`config.mk`:
```
export PLATFORM = sky130hd
export DESIGN_NAME = counter_run_sequencer
export DESIGN_NICKNAME = d
export VERILOG_FILES = /design/src/rtl/counter_run_sequencer.sv
export SDC_FILE = /design/constraint.sdc
export NUM_CORES = 1
export LEC_CHECK = 0
export ABC_AREA = 1
export BUFFER_PORTS_ARGS = -buffer_cell sky130_fd_sc_hd__clkbuf_2
export CAP_MARGIN = 20
export CORE_MARGIN = 10
export CORE_UTILIZATION = 56
export DETAILED_ROUTE_END_ITERATION = 8
export HOLD_SLACK_MARGIN = 0.15
export MAX_ROUTING_LAYER = met4
export PLACE_DENSITY = 0.85
export SETUP_SLACK_MARGIN = 0.4
export SLEW_MARGIN = 20
export SYNTH_ARGS = -nofsm -noshare
export SYNTH_HDL_FRONTEND = slang
export SYNTH_SLANG_ARGS = --single-unit
```
`constraint.sdc`:
```
create_clock -name clk -period 2.9 [get_ports clk]
set_input_delay 0.145 -clock clk [delete_from_list [all_inputs] [get_ports clk]]
set_output_delay 0.145 -clock clk [all_outputs]
set_load 0.02 [all_outputs]
```
`src/rtl/counter_run_sequencer.sv`:
```
// Run sequencer for the gated 8-bit counter: on each start it enables the counter
// clock, issues bursts of count-valid separated by idle gaps, and stops on window
// quota, counter wrap (count-end) or abort, then reports status and the final count.
module counter_run_sequencer #(
  parameter int SETUP_CYCLES = 4,
  parameter int DRAIN_CYCLES = 2,
  parameter int CNT_W        = 8
) (
  input  logic             clk,
  input  logic             reset,
  input  logic             i_start,
  input  logic             i_abort,
  input  logic [CNT_W-1:0] i_burst_len,
  input  logic [CNT_W-1:0] i_gap_len,
  input  logic [CNT_W-1:0] i_num_windows,
  input  logic             i_count_end,
  input  logic [CNT_W-1:0] i_count,
  output logic             o_clk_en,
  output logic             o_count_valid,
  output logic             o_busy,
  output logic             o_done,
  output logic [1:0]       o_status,
  output logic [CNT_W-1:0] o_windows_done,
  output logic [CNT_W-1:0] o_final_count
);

  typedef enum logic [2:0] {
    S_IDLE,
    S_SETUP,
    S_COUNT,
    S_GAP,
    S_DRAIN,
    S_DONE
  } state_t;

  localparam logic [1:0] ST_NONE  = 2'b00;
  localparam logic [1:0] ST_QUOTA = 2'b01;
  localparam logic [1:0] ST_CEND  = 2'b10;
  localparam logic [1:0] ST_ABORT = 2'b11;

  localparam logic [CNT_W-1:0] SETUP_LAST = CNT_W'(SETUP_CYCLES - 1);
  localparam logic [CNT_W-1:0] DRAIN_LAST = CNT_W'(DRAIN_CYCLES - 1);

  // Window counter increments saturate instead of wrapping on unbounded runs.
  function automatic logic [CNT_W-1:0] sat_inc(input logic [CNT_W-1:0] v);
    return (v == '1) ? v : v + CNT_W'(1);
  endfunction

  state_t           state_q, state_d;
  logic [CNT_W-1:0] cnt_q, cnt_d;
  logic [CNT_W-1:0] win_q, win_d;
  logic [1:0]       status_q, status_d;
  logic [CNT_W-1:0] burst_q, gap_q, nwin_q;
  logic [CNT_W-1:0] burst_eff;
  logic             start_ok;
  logic             in_run;

  // A zero burst length still produces one valid cycle per window.
  assign burst_eff = (burst_q == '0) ? CNT_W'(1) : burst_q;
  assign start_ok  = i_start && !i_abort;
  // States in which count-end can cut the run short.
  assign in_run    = (state_q == S_SETUP) || (state_q == S_COUNT) || (state_q == S_GAP);

  // Next-state, per-state cycle counter, window count and status.
  always_comb begin
    state_d  = state_q;
    cnt_d    = cnt_q + CNT_W'(1);
    win_d    = win_q;
    status_d = status_q;

    unique case (state_q)
      S_IDLE: begin
        cnt_d = '0;
        if (start_ok) begin
          state_d  = S_SETUP;
          win_d    = '0;
          status_d = ST_NONE;
        end
      end
      S_SETUP: begin
        if (cnt_q == SETUP_LAST) begin
          state_d = S_COUNT;
          cnt_d   = '0;
        end
      end
      S_COUNT: begin
        if (cnt_q == burst_eff - CNT_W'(1)) begin
          cnt_d = '0;
          win_d = sat_inc(win_q);
          if ((nwin_q != '0) && (win_d == nwin_q)) begin
            state_d  = S_DRAIN;
            status_d = ST_QUOTA;
          end else if (gap_q != '0) begin
            state_d = S_GAP;
          end else begin
            state_d = S_COUNT;
          end
        end
      end
      S_GAP: begin
        if (cnt_q == gap_q - CNT_W'(1)) begin
          state_d = S_COUNT;
          cnt_d   = '0;
        end
      end
      S_DRAIN: begin
        if (cnt_q == DRAIN_LAST) begin
          state_d = S_DONE;
          cnt_d   = '0;
        end
      end
      S_DONE: begin
        state_d = S_IDLE;
        cnt_d   = '0;
      end
      default: begin
        state_d = S_IDLE;
        cnt_d   = '0;
      end
    endcase

    // Count-end overrides window completion; a truncated burst is not counted.
    if (in_run && i_count_end) begin
      state_d  = S_DRAIN;
      cnt_d    = '0;
      win_d    = win_q;
      status_d = ST_CEND;
    end

    // Abort overrides everything except reset and skips the drain phase.
    if ((in_run || (state_q == S_DRAIN)) && i_abort) begin
      state_d  = S_DONE;
      cnt_d    = '0;
      win_d    = win_q;
      status_d = ST_ABORT;
    end
  end

  // Control state and registered outputs decoded from the next state.
  always_ff @(posedge clk) begin
    if (reset) begin
      state_q       <= S_IDLE;
      cnt_q         <= '0;
      win_q         <= '0;
      status_q      <= ST_NONE;
      o_clk_en      <= 1'b0;
      o_count_valid <= 1'b0;
      o_busy        <= 1'b0;
      o_done        <= 1'b0;
      o_final_count <= '0;
    end else begin
      state_q       <= state_d;
      cnt_q         <= cnt_d;
      win_q         <= win_d;
      status_q      <= status_d;
      o_clk_en      <= (state_d == S_SETUP) || (state_d == S_COUNT) ||
                       (state_d == S_GAP)   || (state_d == S_DRAIN);
      o_count_valid <= (state_d == S_COUNT);
      o_busy        <= (state_d != S_IDLE);
      o_done        <= (state_d == S_DONE);
      if (state_q == S_DONE) begin
        o_final_count <= i_count;
      end
    end
  end

  // Run configuration is captured only on an accepted start.
  always_ff @(posedge clk) begin
    if ((state_q == S_IDLE) && start_ok) begin
      burst_q <= i_burst_len;
      gap_q   <= i_gap_len;
      nwin_q  <= i_num_windows;
    end
  end

  assign o_status       = status_q;
  assign o_windows_done = win_q;

endmodule

```
==> results.py <==
metrics = {
    "run": {
        "maxCapViolCount": 0,
    },
    "synthesis": {
        "netlist_top_cells_area": "edfxtp_1 23%, dfxtp_1 21%, nand2_1 11%",
        "async_reset_ff_share_pct": 0,
        "synth_flop_cell": "dfxtp_1",
        "yosysWarnings": 0,
        "syn_inst": 421,
        "synth_largest_area_cell": "edfxtp_1",
        "synth_area_mm2": 0.00315,
        "synth_top_area_share_pct": 22.9,
        "synth_fp_nets": 463,
        "syn-mean-instance-area_um2": 7.47,
        "yosys_register_bits": 57,
        "yosysSeqAreaShare_pct": 43.9,
        "synth_cell_types": 30,
        "synth_enable_flop_cells": 24,
    },
    "place": {
        "dp_hpwl_um": 5740,
        "gp_congestion": 0.869,
        "portBuffers": 58,
    },
    "cells_and_area": {
        "n_antenna_cell": 0,
        "regArea_mm2": 0.00138,
        "final_core_util_pct": 78.1,
        "final_common_cell": "nand2_1",
        "layout-drive-gt1-share_pct": 26.7,
        "fill_cells": 350,
        "multi_input_area_mm2": 0.00161,
        "mostFrequentLayoutCells": "78 x nand2_1, 58 x clkbuf_2, 57 x inv_1, 51 x nor2_1, 36 x nand3_1",
        "fin_nets": 572,
        "syn_to_final_growth_pct": 35.8,
    },
    "route": {
        "dr_wl_met3_um": 718,
        "wirelength_met1_um": 3640,
        "ant_nets": 0,
        "via_count": 3285,
        "drt_iter0_drc": 299,
        "wl_per_cell_um": 15.9,
        "dr_wl_met2_um": 4920,
        "drc": 0,
        "viasPerCell": 5.41,
        "wirelength_um": 9670,
        "dr.max_layer_used": "met4",
        "drt-pass1-iter-count": 5,
    },
    "power": {
        "seqPwrFrac_pct": 39.7,
        "p_int_mw": 1.70,
        "swShare_pct": 33.5,
        "pwr-share-clk_pct": 32.9,
        "p_comb_share_pct": 27.4,
        "power_density_mw_per_mm2": 598,
        "p_sw_uw": 855,
        "vdd_drop_max_mv": 0.467,
        "power_leakage_nw": 1.98,
    },
    "sta": {
        "rsz0062_at_grt": "true",
        "slew_viol_final": 0,
        "period_needed_ns": 2.51,
        "finalSetupViolCount": 0,
        "finClkSkew_ns": 0.0111,
        "fmax_mhz": 398,
        "slew_headroom_pct": 66.8,
        "tightest_slew_ns": 0.497,
        "finalCritPeriodShare_pct": 86.6,
        "hold_viol": 0,
        "setup_tns_ns": 0,
    },
    "worst_setup_path": {
        "r2r_cells": 19,
        "critPathArrivalTime_ns": 2.76,
        "crit_path_start_kind": "register",
        "cp_max_fo": 4,
        "crit_type": "register to register",
        "critPathCaptureType": "register",
        "critPathRequiredTime_ns": 3.14,
    },
    "clocking": {
        "clock_latency_ns": 0.35,
        "clock_tree.root_cell": "clkbuf_8",
        "tritoncts": "done",
        "cts.path.max_buffers": 2,
        "cts.htree.levels": 3,
        "cts_made_buffers": 9,
        "clk_pin_slew_worst_paths_ns": 0.07,
        "cts.sinks": 57,
    },
    "floorplan": {
        "chipWidth_um": 95.0,
        "start_util_pct": 57.5,
        "io_pins": 59,
        "placement_rows": 27,
        "die_area_mm2": 0.00902,
        "coreArea_mm2": 0.00547,
        "die_h_um": 95.0,
    },
    "global_routing": {
        "grtUsageTotal_pct": 20.1,
        "grt_max_degree": 17,
        "grt_pass1_vias": 2990,
        "grt_pass1_wl_um": 13800,
        "grt-ovfl-total": 0,
        "antenna_found_initial": 0,
    },
    "min_path": {
        "hold_depth": 4,
        "hp-class": "primary input to register",
    },
    "run_status": {
        "status": "finished, final reports clean",
    },
}
==> area by class of cell <==
class / instances / area share (%)
well taps: 72 / 2.11
repair buffers: 104 / 16.8
inverters: 66 / 5.80
flip-flops and latches: 57 / 32.4
clock inverters: 5 / 1.84
clock buffers: 11 / 3.31
multi-input cells: 292 / 37.8
==> logic make-up (layout without fill, tap and decap cells) <==
| family | Yosys count | count (layout) | share of synthesized area (%) |
|---|---|---|---|
| AO/OA/AOI/OAI | 46 | 46 | 8.11 |
| XOR/XNOR | 24 | 24 | 6.68 |
| adder cells (fa/ha/maj) | 5 | 5 | 1.99 |
| buffers and inverters | 73 | 186 | 9.03 |
| flip-flops | 57 | 57 | 43.9 |
| AND/OR/NAND/NOR | 216 | 217 | 30.3 |
==> metal layers <==
| metal | vias to the layer above | GRT usage, % |
|---|---|---|
| li1 | 1564 | - |
| met1 | 1476 | 22.0 |
| met2 | 207 | 34.0 |
| met3 | 38 | 3.49 |
| met4 | 0 | 11.0 |
| met5 | - | - |
==> registers in the layout, summed over array words and instances, names as in the netlist <==
signal and flops:
o_clk_en 1, o_done 1, nwin_q 8, o_windows_done 8, gap_q 8, cnt_q 8, state_q 3, o_status 2
o_count_valid 1, o_final_count 8, o_busy 1, burst_q 8
==> worst paths after layout <==
path / from / end / slack, ns
setup reg to reg: burst_q[4] / o_clk_en / 0.39
hold reg to reg: o_final_count[2] / o_final_count[2] / 0.45
hold / removal: i_count_end / o_windows_done[7] / 0.17
setup / recovery: burst_q[4] / o_clk_en / 0.39
==> worst max-delay path: stages, from the launching register on <==
cell and delay (ns):
edfxtp_1 0.41, inv_2 0.08, nand2_2 0.06, nor2_4 0.13, nand2_2 0.07, nand2_2 0.08
inv_2 0.05, ha_4 0.18, nand2_2 0.09, xor2_2 0.17, nand2_1 0.10, nor2_2 0.14
nand2_2 0.12, inv_2 0.10, nand2_2 0.10, o21ai_4 0.20, buf_4 0.14, nand2_1 0.07
nand2_1 0.08, inv_1 0.03
==> cells in the mapped netlist, types with 3 or more instances <==
library cell,count
nand2_2,6
inv_1,59
nor3_1,5
inv_2,6
nand3_1,40
a211oi_1,5
a21oi_1,21
nand4_1,4
nor2_2,3
nor2_1,56
xor2_1,16
xnor2_1,8
o21ai_0,15
dfxtp_1,33
ha_1,5
clkbuf_1,4
edfxtp_1,24
nand3_2,3
nand2_1,92
==> timing repair <==
item                                    in CTS  in global routing
pin swaps                                    4                 17
hold buffers                                33                  0
cloned                                       0                  1
setup buffers                                5                  7
endpoints found under the setup margin      14                 25
gates resized for setup                      6                 32
hold endpoints to repair                    40                  0
==> power groups by stage <==
stage / clock (mW) / sequential, mW / combinational, mW
2_1_floorplan: 0 / 1.07 / 0.332
3_3_place_gp: 0 / 1.02 / 0.525
3_5_place_dp: 0 / 1.03 / 0.536
4_1_cts: 0.836 / 1.01 / 0.593
5_1_grt: 0.880 / 1.02 / 0.760
6_report: 0.841 / 1.01 / 0.700
==> per-stage QoR <==
| step | std cells | hold WS, ns | setup slack, ns | power [mW] | cell area [µm²] |
|---|---|---|---|---|---|
| after detailed placement | 545 | 0.324 | 0.266 | 1.56 | 3500 |
| final | 607 | 0.173 | 0.389 | 2.55 | 4270 |
| after global placement | 545 | 0.322 | 0.384 | 1.55 | 3500 |
| after floorplan | 421 | 0.244 | 0.527 | 1.40 | 3150 |
| after CTS | 599 | 0.161 | 0.416 | 2.44 | 4110 |
| after global routing | 607 | 0.207 | 0.202 | 2.66 | 4270 |
Power figures use the tool's default switching activity.
